`config.mk`:
```
export PLATFORM = sky130hd
export DESIGN_NAME = key_event_decoder_flat
export DESIGN_NICKNAME = d
export VERILOG_FILES = /design/src/rtl/key_event_decoder_if.sv /design/src/rtl/key_event_decoder.sv /design/src/flat_wrapper.sv
export SDC_FILE = /design/constraint.sdc
export NUM_CORES = 1
export LEC_CHECK = 0
export ABC_AREA = 1
export CAP_MARGIN = 30
export CORE_UTILIZATION = 45
export DETAILED_ROUTE_END_ITERATION = 16
export GPL_TIMING_DRIVEN = 0
export HOLD_SLACK_MARGIN = 0.15
export PLACE_DENSITY = 0.7
export SLEW_MARGIN = 0
export SYNTH_ARGS = -nofsm -noshare
export SYNTH_HDL_FRONTEND = slang
export SYNTH_SLANG_ARGS = --single-unit
```
`constraint.sdc`:
```
create_clock -name clk -period 1.5 [get_ports clk]
set_input_delay 0.225 -clock clk [delete_from_list [all_inputs] [get_ports clk]]
set_output_delay 0.225 -clock clk [all_outputs]
set_load 0.005 [all_outputs]
```
`src/rtl/key_event_decoder_if.sv`:
```
// Key event bus: debounced key level in, event pulses, held flag and press count out.
interface key_event_decoder_if;
  logic       key_level;
  logic       press_pulse;
  logic       release_pulse;
  logic       long_pulse;
  logic       repeat_pulse;
  logic       key_held;
  logic [7:0] press_cnt;

  modport master (
    output key_level,
    input  press_pulse, release_pulse, long_pulse, repeat_pulse, key_held, press_cnt
  );

  modport slave (
    input  key_level,
    output press_pulse, release_pulse, long_pulse, repeat_pulse, key_held, press_cnt
  );
endinterface

```
`src/rtl/key_event_decoder.sv`:
```
// Turns a debounced key level into press/release/long/repeat pulses, a held flag and a press counter.
// Optional feature macro: KEY_REPEAT_EN enables auto-repeat pulses while in long hold.
module key_event_decoder #(
  parameter int LONG_TIME   = 100_000_000,
  parameter int REPEAT_TIME = 20_000_000,
  parameter int CNT_W       = 27
) (
  input  logic                clk,
  input  logic                rst_n,
  key_event_decoder_if.slave  key_if
);

  typedef enum logic [1:0] {
    ST_IDLE  = 2'd0,
    ST_SHORT = 2'd1,
    ST_LONG  = 2'd2
  } state_e;

`ifdef KEY_REPEAT_EN
  localparam logic REPEAT_ON = 1'b1;
`else
  localparam logic REPEAT_ON = 1'b0;
`endif

  localparam logic [CNT_W-1:0] LONG_LAST   = CNT_W'(LONG_TIME - 1);
  localparam logic [CNT_W-1:0] REPEAT_LAST = CNT_W'(REPEAT_TIME - 1);

  state_e           state_q, state_d;
  logic [CNT_W-1:0] hold_cnt_q, hold_cnt_d;
  logic [7:0]       press_cnt_q, press_cnt_d;
  logic             press_pulse_q, press_pulse_d;
  logic             release_pulse_q, release_pulse_d;
  logic             long_pulse_q, long_pulse_d;
  logic             repeat_pulse_q, repeat_pulse_d;
  logic             key_held_q, key_held_d;

  // Next-state and next-output decode; a low key always wins over any threshold.
  always_comb begin
    state_d         = state_q;
    hold_cnt_d      = hold_cnt_q;
    press_cnt_d     = press_cnt_q;
    press_pulse_d   = 1'b0;
    release_pulse_d = 1'b0;
    long_pulse_d    = 1'b0;
    repeat_pulse_d  = 1'b0;
    case (state_q)
      ST_IDLE: begin
        if (key_if.key_level) begin
          state_d       = ST_SHORT;
          hold_cnt_d    = '0;
          press_cnt_d   = press_cnt_q + 8'd1;
          press_pulse_d = 1'b1;
        end else begin
          state_d = ST_IDLE;
        end
      end
      ST_SHORT: begin
        if (!key_if.key_level) begin
          state_d         = ST_IDLE;
          hold_cnt_d      = '0;
          release_pulse_d = 1'b1;
        end else if (hold_cnt_q == LONG_LAST) begin
          state_d      = ST_LONG;
          hold_cnt_d   = '0;
          long_pulse_d = 1'b1;
        end else begin
          hold_cnt_d = hold_cnt_q + 1'b1;
        end
      end
      ST_LONG: begin
        if (!key_if.key_level) begin
          state_d         = ST_IDLE;
          hold_cnt_d      = '0;
          release_pulse_d = 1'b1;
        end else if (!REPEAT_ON) begin
          // Without auto-repeat the counter parks until release.
          hold_cnt_d = hold_cnt_q;
        end else if (hold_cnt_q == REPEAT_LAST) begin
          hold_cnt_d     = '0;
          repeat_pulse_d = 1'b1;
        end else begin
          hold_cnt_d = hold_cnt_q + 1'b1;
        end
      end
      default: begin
        state_d    = ST_IDLE;
        hold_cnt_d = '0;
      end
    endcase
    key_held_d = (state_d != ST_IDLE);
  end

  // State, counters and registered outputs.
  always_ff @(posedge clk or negedge rst_n) begin
    if (!rst_n) begin
      state_q         <= ST_IDLE;
      hold_cnt_q      <= '0;
      press_cnt_q     <= 8'd0;
      press_pulse_q   <= 1'b0;
      release_pulse_q <= 1'b0;
      long_pulse_q    <= 1'b0;
      repeat_pulse_q  <= 1'b0;
      key_held_q      <= 1'b0;
    end else begin
      state_q         <= state_d;
      hold_cnt_q      <= hold_cnt_d;
      press_cnt_q     <= press_cnt_d;
      press_pulse_q   <= press_pulse_d;
      release_pulse_q <= release_pulse_d;
      long_pulse_q    <= long_pulse_d;
      repeat_pulse_q  <= repeat_pulse_d;
      key_held_q      <= key_held_d;
    end
  end

  assign key_if.press_pulse   = press_pulse_q;
  assign key_if.release_pulse = release_pulse_q;
  assign key_if.long_pulse    = long_pulse_q;
  assign key_if.repeat_pulse  = repeat_pulse_q;
  assign key_if.key_held      = key_held_q;
  assign key_if.press_cnt     = press_cnt_q;

endmodule

```
`src/flat_wrapper.sv`:
```
// flat-port wrapper written by rule: the top's interface ports become plain ports
module key_event_decoder_flat 
#(
  parameter int LONG_TIME   = 100_000_000,
  parameter int REPEAT_TIME = 20_000_000,
  parameter int CNT_W       = 27
)
  (clk, rst_n, key_if_key_level, key_if_press_pulse, key_if_release_pulse, key_if_long_pulse, key_if_repeat_pulse, key_if_key_held, key_if_press_cnt);
  key_event_decoder_if key_if_i ();
  input  logic clk;
  input  logic rst_n;
  input wire logic [$bits(key_if_i.key_level)-1:0] key_if_key_level;
  output wire logic [$bits(key_if_i.press_pulse)-1:0] key_if_press_pulse;
  output wire logic [$bits(key_if_i.release_pulse)-1:0] key_if_release_pulse;
  output wire logic [$bits(key_if_i.long_pulse)-1:0] key_if_long_pulse;
  output wire logic [$bits(key_if_i.repeat_pulse)-1:0] key_if_repeat_pulse;
  output wire logic [$bits(key_if_i.key_held)-1:0] key_if_key_held;
  output wire logic [$bits(key_if_i.press_cnt)-1:0] key_if_press_cnt;
  assign key_if_i.key_level = key_if_key_level;
  assign key_if_press_pulse = key_if_i.press_pulse;
  assign key_if_release_pulse = key_if_i.release_pulse;
  assign key_if_long_pulse = key_if_i.long_pulse;
  assign key_if_repeat_pulse = key_if_i.repeat_pulse;
  assign key_if_key_held = key_if_i.key_held;
  assign key_if_press_cnt = key_if_i.press_cnt;
  key_event_decoder #(.LONG_TIME(LONG_TIME), .REPEAT_TIME(REPEAT_TIME), .CNT_W(CNT_W)) u_core (.clk(clk), .rst_n(rst_n), .key_if(key_if_i));
endmodule
```
---- Word-level counts from Yosys, hierarchy flattened ----
Index checks and enable logic that the tools add are counted.
storage, ports and cells
  bits in latches ......................... 0
  ROM bits ................................ 0
  output and inout port bits .............. 13
  register bits ........................... 41
  memories kept ........................... 0
  bits in writable memories ............... 0
  word-level logic and storage cells ...... 36
cells by class
  multiplexer cells ....................... 17
  add/sub/neg operators ................... 2
  bitwise operators ....................... 0
  equality and inequality tests ........... 5
  reduce and logical (&&, ||, !) cells .... 5
  shift-type cells ........................ 0
  magnitude comparators ................... 0
  divide/modulo/power cells ............... 0
  $mul .................................... 0
operator list
  operator                                       count
  two-way mux 27 bit                             4
  case mux 27 bit (3 select lines)               1
  adder 27 x 1 -> 27 bit, second input constant  1
  == test 27 bit, second input constant          1
  adder 8 x 1 -> 8 bit, second input constant    1
  two-way mux 1 bit                              8
  two-way mux 2 bit                              3
  case mux 2 bit (3 select lines)                1
  != test 2 bit, second input constant           2
  AND reduction 2 bit                            2
  == test 2 x 1 -> 1 bit, second input constant  1
  == test 2 bit, second input constant           1
  zero test 2 bit                                1
  nonzero test 2 bit                             1
  OR reduction 2 bit                             1

---- Logic depth before layout (Yosys ltp) ----
  word-level depth ........................ 5
  mapped depth ............................ 12

---- Worst setup path after synthesis ----
Ideal clock, no wire load.
  path type ............................... flip-flop to flip-flop
  start point ............................. register u_core.state_q[0]
  end point ............................... register u_core.hold_cnt_q[10]
  arrival time ............................ 1.450 ns
  buffers on the path ..................... 1
  required time ........................... 1.382 ns
  library setup time ...................... 0.118 ns
  stages on the path, launching flop included .. 11
  period minus slack after synthesis ...... 1.569 ns
  path slack .............................. -0.069 ns
  cells stage by stage .................... dfrtp_1 -> inv_1 -> ha_1 -> nand2_1 -> o21ai_2 -> buf_6 -> nor3_4 -> nand2_1 -> nor2_1 -> xor2_1 -> nor2_1
between the ends
  longest elaborated chain between the ends .. 3
  elaborated cells on any way between the ends .. 7
RTL lines
  what                                              line                      text
  start: declaration                                key_event_decoder.sv:28   state_e state_q, state_d;
  start signal: assignment                          key_event_decoder.sv:105  state_q <= state_d;
  == test 2 bit or zero test 2 bit (tied branches)  key_event_decoder.sv:46   case (state_q)
  != test 2 bit (no source line)                    --
  AND reduction 2 bit (no source line)              --
  end signal: assignment                            key_event_decoder.sv:106  hold_cnt_q <= hold_cnt_d;
  end: declaration                                  key_event_decoder.sv:29   logic [CNT_W-1:0] hold_cnt_q, hold_cnt_d;
Parallel ways exist; a longest one is shown, timed or not.
A chain may end at the register's enable or synchronous reset.

---- Worst setup path after layout ----
  start point ............................. register u_core.hold_cnt_q[23]
  end point ............................... register u_core.hold_cnt_q[20]
between the ends
  longest elaborated chain between the ends .. 4
RTL lines
  what                              line                     text
  == test 27 bit                    key_event_decoder.sv:62  end else if (hold_cnt_q == LONG_LAST) begin
  two-way mux 27 bit                key_event_decoder.sv:62
  two-way mux 27 bit                key_event_decoder.sv:58  if (!key_if.key_level) begin
  case mux 27 bit (3 select lines)  key_event_decoder.sv:46
Every way passes these cells.

==> results.ini <==
[status]
status=finished, violations left
violations=setup timing

[route]
route.layer.met1.wl_um=2830
antenna_left=0
vias=2380
firstDrtPassIters=5
routed_wl_um=7460
drt_iter0_drc=287
vias_per_cell=5.50
dr_wl_met2_um=3750
drc_errors=0
wl_per_cell_um=17.2
wl_met3_um=474
routed.top_layer=met4

[layout]
antenna_cells=0
layout.area.seq_mm2=0.00103
area_delta_synth_final_pct=55.5
design_area_mm2=0.00360
drive_above_1_share=0.407
num-fill-cells=297
final_nets=374
multi_input_area_mm2=0.00151

[clock_network]
htree_levels=2
cts_buffers=5
cts_root_buf=clkbuf_8
cts_sinks=41
insertion_delay_ns=0.32
clk_pin_slew_worst_paths_ns=0.10
clock_path_buffers=2
cts_tree=yes

[sta]
slew_violations=0
hold_viol_final=0
slew_headroom=0.648
rsz0062_at_grt=yes
setup_viol=32
post-route-period-util=1.23
finClkSkew_ns=0.0196
finalCriticalPeriod_ns=1.84
fmax_ghz=0.544
tightestPinTransition_ns=0.527
setup_ws_ns=-0.338

[global_route]
grt_pass1_vias=2105
antenna_found_initial=0
grt_usage=0.233
grt_pass1_wl_um=9420
grt-ovfl-total=0
grt_max_degree=27

[yosys]
synthArstFlopShare=1.00
synth_xor_area_frac=0.0795
synthTopCellsByCount=nand2_1, nor2_1, dfrtp_1, inv_1, nand3_1
synth_fp_nets=303
synth_compound_area_frac=0.0254
yosys.area.top_type_share=0.443
yosys_warnings=0
synth_seq_cells=41
synth_edf_count=0
synthesis.area_mm2=0.00231
yosysTopAreaCell=dfrtp_1
synthCells=294
synth_fa_ha_area_frac=0.0324
synth-simple-area-share=0.329
muxShareOfSynthArea=0
synth_most_common_cell=nand2_1
synth_top_family_by_area=simple AND/OR/NAND/NOR gates
ys.flop_type=dfrtp_1
seq_area_frac_synth=0.443
synthDistinctLibCells=28
avgSynthCellArea_um2=7.87
synth_area_leaders=dfrtp_1, nand2_1, nor2_1

[placement]
placed_area_mm2=0.00255
place_ws_ns=-0.482
dp_hpwl_um=3360
place.gp.congestion=0.866
io_buffer_count=14

[job]
drv_cap=0

[power]
power_density_mw_per_mm2=860
p_total_mw=3.09
peakVddDrop_mv=0.812
p_leak_nw=1.63

[setup_path]
critPathLaunchType=flip-flop
path_class=flip-flop to flip-flop
end_kind=flip-flop
arrival_ns=2.04
cp.required_ns=1.70
cp_max_fo=6

[floorplan]
start_util=0.477
core_area_mm2=0.00485
die_area_mm2=0.00543
die_h_um=73.7
die_w_um=73.7
io_pins=16
rows=25

[worst_hold_path]
hold_path_class=primary input to async pin

[power breakdown]
group / internal [mW] / total (mW) / switching, mW
Clock: 0.498 / 0.937 / 0.439
Combinational: 0.460 / 0.863 / 0.403
Sequential: 1.20 / 1.29 / 0.0937
[area by class of cell]
cell class / count / area share
multi-input combinational: 206 / 0.420
tap: 67 / 0.0233
inverter: 41 / 0.0476
clock buffer: 5 / 0.0191
buffer: 5 / 0.0167
clock inverter: 3 / 0.0129
timing repair buffer: 65 / 0.174
sequential: 41 / 0.286
[routing by layer]
| metal | up-vias | global-route usage |
|---|---|---|
| li1 | 1056 | - |
| met1 | 1138 | 0.300 |
| met2 | 140 | 0.367 |
| met3 | 46 | 0.0439 |
| met4 | 0 | 0.128 |
| met5 | - | 0 |
[cells by family (layout without fill, tap and decap cells)]
family,after synthesis,in the layout
compound gates,10,10
xor+xnor,21,21
fa+ha+maj,6,6
buf+inv,47,119
flops,41,41
other cells,1,1
simple gates,168,168
[sequential cells by signal, summed over array words and instances, names as in the netlist]
register                     cells
u_core.key_if.press_cnt          8
u_core.key_if.release_pulse      1
u_core.key_if.key_held           1
u_core.hold_cnt_q               27
u_core.state_q                   2
u_core.key_if.long_pulse         1
u_core.key_if.press_pulse        1
[path summary, 6_finish.rpt]
check	to	cells past startpoint	slack, ns	startpoint
max in group asynchronous	u_core.hold_cnt_q[2]$_DFFE_PN0P_	3	0.65	rst_n
min	u_core.hold_cnt_q[10]$_DFFE_PN0P_	2	0.35	rst_n
max	u_core.hold_cnt_q[20]$_DFFE_PN0P_	11	-0.34	u_core.hold_cnt_q[23]$_DFFE_PN0P_
min in group clk	u_core.key_if.release_pulse$_DFF_PN0_	2	0.42	key_if_key_level
max reg2reg	u_core.hold_cnt_q[20]$_DFFE_PN0P_	11	-0.34	u_core.hold_cnt_q[23]$_DFFE_PN0P_
min reg2reg	u_core.key_if.press_cnt[7]$_DFFE_PN0P_	1	0.48	u_core.key_if.press_cnt[7]$_DFFE_PN0P_
[through the flow]
stage	instances	utilization	hold slack (ns)	setup TNS (ns)
after CTS	409	0.647	0.381	-2.55
after global routing	433	0.742	0.402	-12.52
after floorplan	294	-	-0.0706	-0.0687
final	433	0.742	0.349	-7.02
after detailed placement	376	0.527	0.171	-10.22
after global placement	375	0.524	0.463	-46.35
[cells in the final DEF, fill, tap and decap left out, types with 3 or more instances in the layout]
master,count
nand3_1,13
nand2_1,55
nand2_4,5
nor2_1,18
buf_6,11
nand4_1,8
buf_12,4
nor3_4,5
dfrtp_1,38
buf_4,37
clkdlybuf4s50_1,11
nor2_2,12
nor3_1,8
nand2_2,11
dfrtp_2,3
xor2_1,14
ha_1,3
nor3_2,4
o21ai_1,3
nor2_4,15
inv_2,3
nand3_2,4
clkbuf_8,5
inv_1,34
xor2_2,3
[what timing repair did]
item                                   CTS  global route
gates resized for setup                 60            79
pin swaps                               27            43
setup endpoints to repair               32            36
gates cloned                             2             1
hold buffers                             1             0
setup buffers                           22            27
endpoints found under the hold margin   15             0
[critical path, cell delays in order (launching register included)]
cell and delay [ns]:
dfrtp_1 0.43, nand2_2 0.11, nor2_4 0.18, nand2_1 0.18, nor2_4 0.19, nand2_2 0.10
nand3_4 0.09, nand2_4 0.08, inv_8 0.10, buf_12 0.11, buf_8 0.12, nor2_1 0.05
Power figures use the tool's default switching activity.
